==> src/rtl/hpdcache_victim_ctrl_if.sv <==
// Bundle of the handshake and data buses around the victim controller.
// Signal suffixes are from the controller's point of view.
interface hpdcache_victim_ctrl_if #(
  parameter int SETS = 64,
  parameter int WAYS = 4
);
  localparam int SET_W = $clog2(SETS);

  logic             req_valid_i;
  logic             req_ready_o;
  logic [SET_W-1:0] req_set_i;

  logic             dir_rd_o;
  logic [SET_W-1:0] dir_rd_set_o;
  logic [WAYS-1:0]  dir_valid_i;
  logic [WAYS-1:0]  dir_wb_i;
  logic [WAYS-1:0]  dir_dirty_i;

  logic [WAYS-1:0]  sel_dir_valid_o;
  logic [WAYS-1:0]  sel_dir_wb_o;
  logic [WAYS-1:0]  sel_dir_dirty_o;
  logic [WAYS-1:0]  sel_victim_way_i;

  logic             repl_o;
  logic [SET_W-1:0] repl_set_o;
  logic [WAYS-1:0]  repl_way_o;

  logic             evict_valid_o;
  logic             evict_ready_i;
  logic [SET_W-1:0] evict_set_o;
  logic [WAYS-1:0]  evict_way_o;

  logic             rsp_valid_o;
  logic             rsp_ready_i;
  logic [WAYS-1:0]  rsp_way_o;
  logic             rsp_err_o;

  logic             busy_o;

  modport master (
    input  req_valid_i, req_set_i,
    input  dir_valid_i, dir_wb_i, dir_dirty_i,
    input  sel_victim_way_i, evict_ready_i, rsp_ready_i,
    output req_ready_o, dir_rd_o, dir_rd_set_o,
    output sel_dir_valid_o, sel_dir_wb_o, sel_dir_dirty_o,
    output repl_o, repl_set_o, repl_way_o,
    output evict_valid_o, evict_set_o, evict_way_o,
    output rsp_valid_o, rsp_way_o, rsp_err_o, busy_o
  );

  modport slave (
    output req_valid_i, req_set_i,
    output dir_valid_i, dir_wb_i, dir_dirty_i,
    output sel_victim_way_i, evict_ready_i, rsp_ready_i,
    input  req_ready_o, dir_rd_o, dir_rd_set_o,
    input  sel_dir_valid_o, sel_dir_wb_o, sel_dir_dirty_o,
    input  repl_o, repl_set_o, repl_way_o,
    input  evict_valid_o, evict_set_o, evict_way_o,
    input  rsp_valid_o, rsp_way_o, rsp_err_o, busy_o
  );
endinterface

==> src/rtl/hpdcache_victim_ctrl.sv <==
// Refill-side victim controller: reads a set's directory, lets the PLRU pick a
// victim, writes back a dirty victim, commits the replacement and answers the miss handler.
module hpdcache_victim_ctrl #(
  parameter int SETS      = 64,
  parameter int WAYS      = 4,
  parameter int RETRY_MAX = 3
) (
  input logic clk_i,
  input logic rst_i,
  hpdcache_victim_ctrl_if.master bus
);
  localparam int SET_W   = $clog2(SETS);
  localparam int RETRY_W = $clog2(RETRY_MAX + 1);

  typedef enum logic [2:0] {
    S_IDLE,
    S_RD,
    S_SEL,
    S_EVICT,
    S_COMMIT,
    S_RSP
  } state_e;

  state_e             state_q, state_d;
  logic [SET_W-1:0]   set_q, set_d;
  logic [WAYS-1:0]    way_q, way_d;
  logic [RETRY_W-1:0] retry_q, retry_d;
  logic               err_q, err_d;
  logic [RETRY_W-1:0] retry_inc;
  logic               victim_dirty;

  always_ff @(posedge clk_i or posedge rst_i) begin
    if (rst_i) begin
      state_q <= S_IDLE;
      set_q   <= '0;
      way_q   <= '0;
      retry_q <= '0;
      err_q   <= 1'b0;
    end else begin
      state_q <= state_d;
      set_q   <= set_d;
      way_q   <= way_d;
      retry_q <= retry_d;
      err_q   <= err_d;
    end
  end

  assign retry_inc    = retry_q + RETRY_W'(1);
  // Only a victim that is valid, write-back and dirty needs to leave the cache first.
  assign victim_dirty = |(bus.sel_victim_way_i & bus.dir_valid_i & bus.dir_wb_i & bus.dir_dirty_i);

  always_comb begin
    state_d = state_q;
    set_d   = set_q;
    way_d   = way_q;
    retry_d = retry_q;
    err_d   = err_q;

    bus.req_ready_o     = 1'b0;
    bus.dir_rd_o        = 1'b0;
    bus.dir_rd_set_o    = '0;
    bus.sel_dir_valid_o = '0;
    bus.sel_dir_wb_o    = '0;
    bus.sel_dir_dirty_o = '0;
    bus.repl_o          = 1'b0;
    bus.repl_set_o      = '0;
    bus.repl_way_o      = '0;
    bus.evict_valid_o   = 1'b0;
    bus.evict_set_o     = '0;
    bus.evict_way_o     = '0;
    bus.rsp_valid_o     = 1'b0;
    bus.rsp_way_o       = '0;
    bus.rsp_err_o       = 1'b0;
    bus.busy_o          = (state_q != S_IDLE);

    // The PLRU indexes its tree with this set while the selection is in progress.
    if (state_q != S_IDLE) begin
      bus.repl_set_o = set_q;
    end

    unique case (state_q)
      S_IDLE: begin
        bus.req_ready_o = ~rst_i;
        if (bus.req_valid_i && !rst_i) begin
          set_d   = bus.req_set_i;
          retry_d = '0;
          err_d   = 1'b0;
          state_d = S_RD;
        end
      end
      S_RD: begin
        bus.dir_rd_o     = 1'b1;
        bus.dir_rd_set_o = set_q;
        state_d          = S_SEL;
      end
      S_SEL: begin
        bus.sel_dir_valid_o = bus.dir_valid_i;
        bus.sel_dir_wb_o    = bus.dir_wb_i;
        bus.sel_dir_dirty_o = bus.dir_dirty_i;
        way_d               = bus.sel_victim_way_i;
        if (bus.sel_victim_way_i == '0) begin
          retry_d = retry_inc;
          if (retry_inc == RETRY_W'(RETRY_MAX)) begin
            err_d   = 1'b1;
            state_d = S_RSP;
          end else begin
            state_d = S_RD;
          end
        end else if (victim_dirty) begin
          state_d = S_EVICT;
        end else begin
          state_d = S_COMMIT;
        end
      end
      S_EVICT: begin
        bus.evict_valid_o = 1'b1;
        bus.evict_set_o   = set_q;
        bus.evict_way_o   = way_q;
        if (bus.evict_ready_i) begin
          state_d = S_COMMIT;
        end
      end
      S_COMMIT: begin
        bus.repl_o     = 1'b1;
        bus.repl_way_o = way_q;
        state_d        = S_RSP;
      end
      S_RSP: begin
        bus.rsp_valid_o = 1'b1;
        bus.rsp_way_o   = err_q ? '0 : way_q;
        bus.rsp_err_o   = err_q;
        if (bus.rsp_ready_i) begin
          state_d = S_IDLE;
        end
      end
      default: begin
        state_d = S_IDLE;
      end
    endcase
  end
endmodule
==> src/flat_wrapper.sv <==
// flat-port wrapper written by rule: the top's interface ports become plain ports
module hpdcache_victim_ctrl_flat 
#(
  parameter int SETS      = 64,
  parameter int WAYS      = 4,
  parameter int RETRY_MAX = 3
)
  (clk_i, rst_i, bus_req_valid_i, bus_req_set_i, bus_dir_valid_i, bus_dir_wb_i, bus_dir_dirty_i, bus_sel_victim_way_i, bus_evict_ready_i, bus_rsp_ready_i, bus_req_ready_o, bus_dir_rd_o, bus_dir_rd_set_o, bus_sel_dir_valid_o, bus_sel_dir_wb_o, bus_sel_dir_dirty_o, bus_repl_o, bus_repl_set_o, bus_repl_way_o, bus_evict_valid_o, bus_evict_set_o, bus_evict_way_o, bus_rsp_valid_o, bus_rsp_way_o, bus_rsp_err_o, bus_busy_o);
  hpdcache_victim_ctrl_if #(.SETS(SETS), .WAYS(WAYS)) bus_i ();
  input logic clk_i;
  input logic rst_i;
  input wire logic [$bits(bus_i.req_valid_i)-1:0] bus_req_valid_i;
  input wire logic [$bits(bus_i.req_set_i)-1:0] bus_req_set_i;
  input wire logic [$bits(bus_i.dir_valid_i)-1:0] bus_dir_valid_i;
  input wire logic [$bits(bus_i.dir_wb_i)-1:0] bus_dir_wb_i;
  input wire logic [$bits(bus_i.dir_dirty_i)-1:0] bus_dir_dirty_i;
  input wire logic [$bits(bus_i.sel_victim_way_i)-1:0] bus_sel_victim_way_i;
  input wire logic [$bits(bus_i.evict_ready_i)-1:0] bus_evict_ready_i;
  input wire logic [$bits(bus_i.rsp_ready_i)-1:0] bus_rsp_ready_i;
  output wire logic [$bits(bus_i.req_ready_o)-1:0] bus_req_ready_o;
  output wire logic [$bits(bus_i.dir_rd_o)-1:0] bus_dir_rd_o;
  output wire logic [$bits(bus_i.dir_rd_set_o)-1:0] bus_dir_rd_set_o;
  output wire logic [$bits(bus_i.sel_dir_valid_o)-1:0] bus_sel_dir_valid_o;
  output wire logic [$bits(bus_i.sel_dir_wb_o)-1:0] bus_sel_dir_wb_o;
  output wire logic [$bits(bus_i.sel_dir_dirty_o)-1:0] bus_sel_dir_dirty_o;
  output wire logic [$bits(bus_i.repl_o)-1:0] bus_repl_o;
  output wire logic [$bits(bus_i.repl_set_o)-1:0] bus_repl_set_o;
  output wire logic [$bits(bus_i.repl_way_o)-1:0] bus_repl_way_o;
  output wire logic [$bits(bus_i.evict_valid_o)-1:0] bus_evict_valid_o;
  output wire logic [$bits(bus_i.evict_set_o)-1:0] bus_evict_set_o;
  output wire logic [$bits(bus_i.evict_way_o)-1:0] bus_evict_way_o;
  output wire logic [$bits(bus_i.rsp_valid_o)-1:0] bus_rsp_valid_o;
  output wire logic [$bits(bus_i.rsp_way_o)-1:0] bus_rsp_way_o;
  output wire logic [$bits(bus_i.rsp_err_o)-1:0] bus_rsp_err_o;
  output wire logic [$bits(bus_i.busy_o)-1:0] bus_busy_o;
  assign bus_i.req_valid_i = bus_req_valid_i;
  assign bus_i.req_set_i = bus_req_set_i;
  assign bus_i.dir_valid_i = bus_dir_valid_i;
  assign bus_i.dir_wb_i = bus_dir_wb_i;
  assign bus_i.dir_dirty_i = bus_dir_dirty_i;
  assign bus_i.sel_victim_way_i = bus_sel_victim_way_i;
  assign bus_i.evict_ready_i = bus_evict_ready_i;
  assign bus_i.rsp_ready_i = bus_rsp_ready_i;
  assign bus_req_ready_o = bus_i.req_ready_o;
  assign bus_dir_rd_o = bus_i.dir_rd_o;
  assign bus_dir_rd_set_o = bus_i.dir_rd_set_o;
  assign bus_sel_dir_valid_o = bus_i.sel_dir_valid_o;
  assign bus_sel_dir_wb_o = bus_i.sel_dir_wb_o;
  assign bus_sel_dir_dirty_o = bus_i.sel_dir_dirty_o;
  assign bus_repl_o = bus_i.repl_o;
  assign bus_repl_set_o = bus_i.repl_set_o;
  assign bus_repl_way_o = bus_i.repl_way_o;
  assign bus_evict_valid_o = bus_i.evict_valid_o;
  assign bus_evict_set_o = bus_i.evict_set_o;
  assign bus_evict_way_o = bus_i.evict_way_o;
  assign bus_rsp_valid_o = bus_i.rsp_valid_o;
  assign bus_rsp_way_o = bus_i.rsp_way_o;
  assign bus_rsp_err_o = bus_i.rsp_err_o;
  assign bus_busy_o = bus_i.busy_o;
  hpdcache_victim_ctrl #(.SETS(SETS), .WAYS(WAYS), .RETRY_MAX(RETRY_MAX)) u_core (.clk_i(clk_i), .rst_i(rst_i), .bus(bus_i));
endmodule
==> config.mk <==
export PLATFORM = sky130hd
export DESIGN_NAME = hpdcache_victim_ctrl_flat
export DESIGN_NICKNAME = d
export VERILOG_FILES = /design/src/rtl/hpdcache_victim_ctrl_if.sv /design/src/rtl/hpdcache_victim_ctrl.sv /design/src/flat_wrapper.sv
export SDC_FILE = /design/constraint.sdc
export NUM_CORES = 1
export LEC_CHECK = 0
export BUFFER_PORTS_ARGS = -buffer_cell sky130_fd_sc_hd__buf_4
export CAP_MARGIN = 20
export CORE_AREA = 2 2 61 58
export DETAILED_ROUTE_END_ITERATION = 12
export DIE_AREA = 0 0 63 60
export PLACE_DENSITY_LB_ADDON = 0.08
export SYNTH_ARGS = -nofsm -noshare
export SYNTH_HDL_FRONTEND = slang
export SYNTH_SLANG_ARGS = --single-unit
==> constraint.sdc <==
create_clock -name clk_i -period 1.4 [get_ports clk_i]
set_input_delay 0.28 -clock clk_i [delete_from_list [all_inputs] [get_ports clk_i]]
set_output_delay 0.28 -clock clk_i [all_outputs]
set_load 0.05 [all_outputs]
# [Word-level counts from Yosys, hierarchy flattened]
# Index checks and enable logic that the tools add are counted.
[totals] regBits=16 elab_cells=62
[op_classes] n_addsub=1 n_eq_ne=11 n_mux=30 n_bitwise=4 reduce_logical=11
[ops] cell="two-way mux 4 bit" n=7
[ops] cell="two-way mux 3 bit" n=6
[ops] cell="two-way mux 6 bit" n=3
[ops] cell="case mux 3 bit (6 select lines)" n=1
[ops] cell="AND 4 bit" n=3
[ops] cell="two-way mux 1 bit" n=9
[ops] cell="== test 3 x 2 -> 1 bit, second input constant" n=2
[ops] cell="== test 3 bit, second input constant" n=2
[ops] cell="inequality test 2 x 1 -> 1 bit, second input constant" n=3
[ops] cell="AND reduction 3 bit" n=2
[ops] cell="zero test 4 bit" n=1
[ops] cell="two-way mux 2 bit" n=2
[ops] cell="inequality test 2 bit, second input constant" n=2
[ops] cell="case mux 2 bit (2 select lines)" n=1
[ops] cell="AND reduction 4 bit" n=1
[ops] cell="OR reduction 4 bit" n=1
[ops] cell="== test 3 x 1 -> 1 bit, second input constant" n=1
[ops] cell="zero test 3 bit" n=1
[ops] cell="nonzero test 3 bit" n=1
[ops] cell="adder 2 x 1 -> 2 bit, second input constant" n=1
[ops] cell="== test 2 bit, second input constant" n=1
[ops] cell="case mux 1 bit (2 select lines)" n=1
[ops] cell="AND reduction 2 bit" n=1
[ops] cell="nonzero test 2 bit" n=1
[ops] cell="other kinds (3)" n=3

# [Logic depth before layout (Yosys ltp)]
[logic_depth] word_depth=7 ltp_mapped=5 depth_no_buf=5

# [Worst setup path after synthesis]
# Ideal clock, no wire load.
[synth_path] path_type="flip-flop to output port" startpoint="register u_core.state_q[2]" endpoint="output port bus_req_ready_o" arrival_ns=1.949 setup_slack_ns=-0.829 stages_incl_launch_ff=5 n_path_buf=2 cell_sequence="dfrtp_1 buf_6 or3_1 clkbuf_1 nor2_1"
[synth_via] elab_chain_cells=2
[synth_rtl] element="start: declaration" line="hpdcache_victim_ctrl.sv:24" rtl="state_e state_q, state_d;"
[synth_rtl] element="start signal: assignment" line="hpdcache_victim_ctrl.sv:40" rtl="state_q <= state_d;"
[synth_rtl] element="zero test 3 bit" line="hpdcache_victim_ctrl.sv:81" rtl="unique case (state_q)"
[synth_rtl] element="two-way mux 1 bit" line="hpdcache_victim_ctrl.sv:81"
[synth_rtl] element="end: declaration" line="flat_wrapper.sv:20" rtl="output wire logic [$bits(bus_i.req_ready_o)-1:0] bus_req_ready_o;"
# Every way passes these cells.

# [Worst setup path in the final report]
[layout_path] startpoint="register u_core.state_q[2]" endpoint="output port bus_evict_way_o[2]"
[layout_via] elab_chain_cells=2
[layout_rtl] element="== test 3 x 2 -> 1 bit" line="hpdcache_victim_ctrl.sv:81"
[layout_rtl] element="two-way mux 4 bit" line="hpdcache_victim_ctrl.sv:81"
[layout_rtl] element="end: declaration" line="flat_wrapper.sv:31" rtl="output wire logic [$bits(bus_i.evict_way_o)-1:0] bus_evict_way_o;"
# Every way passes these cells.

==> flow_summary.yaml <==
sta:
  tightest_slew_ns: 0.548
  finalSetupViolations: 62
  slew_viol_final: 0
  fin_crit_ns: 1.88
  fin_crit_sh_pct: 134
  maxSlewHeadroom_pct: 63.4
  rsz0062_at_grt: "yes"
  setup_tns_ns: -21.24
  setup_slack_ns: -0.475
  hold_viol: 0
  skew_ns: 0.00204
  timing.fmax_mhz: 533
global_routing:
  grt_pass1_wl_um: 6250
  grt_usage_pct: 21.2
  grt_overflow: 0
  antenna_found_initial: 0
  grt_max_degree: 17
  grt_pass1_vias: 1345
die:
  std_cell_rows: 20
  pin_count: 76
  die_h_um: 60
  core_area_um2: 3180
  start_util_pct: 35.0
  die_w_um: 63
  die_area_um2: 3780
critical_path:
  cp-startpoint: "u_core.state_q[2]"
  cp.required_ns: 1.12
  crit_arrival_ns: 1.60
  cp-start-kind: "flip-flop"
  endpoint_kind: "primary output"
  cpPeakStageDelay_ns: 0.44
  cp_slowest_cell: "dfrtp_1"
  path_common_cell: "buf_6"
  r2r_start: "u_core.state_q[2]"
  path_max_fanout: 4
  crit_chain: "buf_6 -> nor3b_4 -> buf_4 -> and2_4 -> buf_6"
  crit_type: "reg2out"
  reg2regPathDepth: 6
drt:
  postRouteAntennaNets: 0
  viasPerCell: 4.92
  vias: 1294
  dr.first_iter.drc_count: 14
  drt_wl_total_um: 4030
  dr.pass1.iters: 4
  wl_per_cell_um: 15.3
  drc: 0
synthesis:
  synth_flop_cell: "dfrtp_1"
  synth_cells: 119
  yosysUniqueCellTypes: 35
  yosysWarnings: 0
  yosysTopAreaCellShare_pct: 36.0
  synth.most_common_cell: "and2_1"
  synth_nets: 147
  async_flop_share_pct: 100
  yosysTopAreaCell: "dfrtp_1"
  synth_common_cells: "38 x and2_1, 16 x dfrtp_1, 10 x mux2_2"
  synth-seq-area-share_pct: 36.0
  syn_avg_cell_area_um2: 9.36
  synthTopCellsByArea: "dfrtp_1 36%, and2_1 21%, mux2_2 10%"
  syn_area_um2: 1110
  synth_edf_count: 0
  synth-seq-cells: 16
power:
  powerDensity_nw_per_um2: 2400
  p_leak_nw: 1.20
  power_w: 0.00597
  vdd.ir_drop.worst_mv: 0.980
cts:
  path_clk_slew_ns: 0.10
  cts_buffers: 3
  cts_root_buf: "clkbuf_4"
  htreeDepth: 1
  cts_tree: "built"
  cts_max_path_buffers: 2
  cts.sinks: 16
  clk_latency_ns: 0.29
place:
  dp.cells: 255
  io_buffers: 75
  globalplace.congestion: 0.773
  dpl.hpwl_um: 2830
  preCtsSetupSlack_ns: -0.233
cells_and_area:
  fin_nets: 248
  final_util_pct: 78.2
  diodes: 0
  area_growth_pct: 123
  fill_cells: 217
  fin_cells: 263
  drive_gt1_share_pct: 79.9
job:
  max_cap_viol_count: 0
outcome:
  violations: "negative setup slack"
  status: "finished with violations"
worst_hold_path:
  hp-class: "in2async"
==> layout by cell type, fill, tap and decap left out, types with 2 or more instances in the layout <==
cell	n
nand2_1	4
buf_8	27
o21ai_0	3
nand3b_4	2
dfrtp_2	2
nor2_4	3
buf_4	45
nor3b_4	2
nand3_1	2
inv_1	3
and2_4	37
clkbuf_4	3
nand4_1	5
nor2_1	3
buf_12	4
mux2_2	10
dfrtp_1	14
buf_6	25
and3_4	4
==> per-stage QoR <==
step                cell area [um2]  hold WS [ns]
finish                         2490         0.129
global route                   2490         0.173
CTS                            2410         0.139
detailed placement             2010         0.459
global placement               2010         0.455
floorplan                      1260         0.194
==> where the power goes <==
group / total (W) / switching [W] / internal [W] / leakage, nW
combinational: 0.00475 / 0.00251 / 0.00224 / 0.978
clock: 0.000318 / 0.000159 / 0.000159 / 0.0210
sequential: 0.000903 / 0.000235 / 0.000668 / 0.196
==> registers in the layout, summed over array words and instances, names as in the netlist <==
signal / flops
u_core.set_q: 6
u_core.err_q: 1
u_core.way_q: 4
u_core.retry_q: 2
u_core.state_q: 3
==> layout make-up <==
class / instances / area, um2 / share of cell area, %
multi-input combinational: 94 / 865 / 34.8
tap: 44 / 55.1 / 2.21
sequential: 16 / 403 / 16.2
timing repair buffer: 101 / 1100 / 44.4
inverter: 4 / 22.5 / 0.906
clock buffer: 4 / 36.3 / 1.46
==> path summary, 6_finish.rpt <==
kind                                           end  slack, ns
worst max-delay path            bus_evict_way_o[2]      -0.48
worst min-delay path               u_core.set_q[5]       0.13
worst max register to register     u_core.way_q[1]      -0.26
worst min register to register   u_core.retry_q[0]       0.50
max in group asynchronous        u_core.state_q[0]       1.07
min in group clk_i                 u_core.set_q[1]       0.21
==> logic make-up (layout without fill, tap and decap cells) <==
family | after synthesis | count (layout) | synth area share (%)
multiplexers | 10 | 10 | 10.1
adder cells (fa/ha/maj) | 1 | 1 | 1.12
flip-flops | 16 | 16 | 36.0
AO/OA/AOI/OAI | 10 | 10 | 6.29
buffers and inverters | 10 | 109 | 4.72
AND/OR/NAND/NOR | 72 | 73 | 41.8
==> timing repair <==
item / 4_1_cts / 5_1_grt
resized for setup: 83 / 20
pin swaps: 8 / 5
setup buffers: 4 / 2
setup endpoints to repair: 61 / 64
gates cloned: 1 / 0
hold buffers: 0 / 0
==> worst max-delay path, delay by kind of cell, from the launching register on <==
| kind | cells | cell delay (ns) |
|---|---|---|
| buffers and inverters | 3 | 0.48 |
| DFF | 1 | 0.44 |
| and+or+nand+nor | 2 | 0.38 |
==> routing by layer <==
layer	GRT usage [%]	vias to the layer above	wire, um
li1	-	607	-
met1	22.0	621	1480
met2	43.5	60	2200
met3	4.14	6	294
met4	6.35	0	48
met5	0	-	0
No activity file was read; power rests on OpenSTA's default activity.
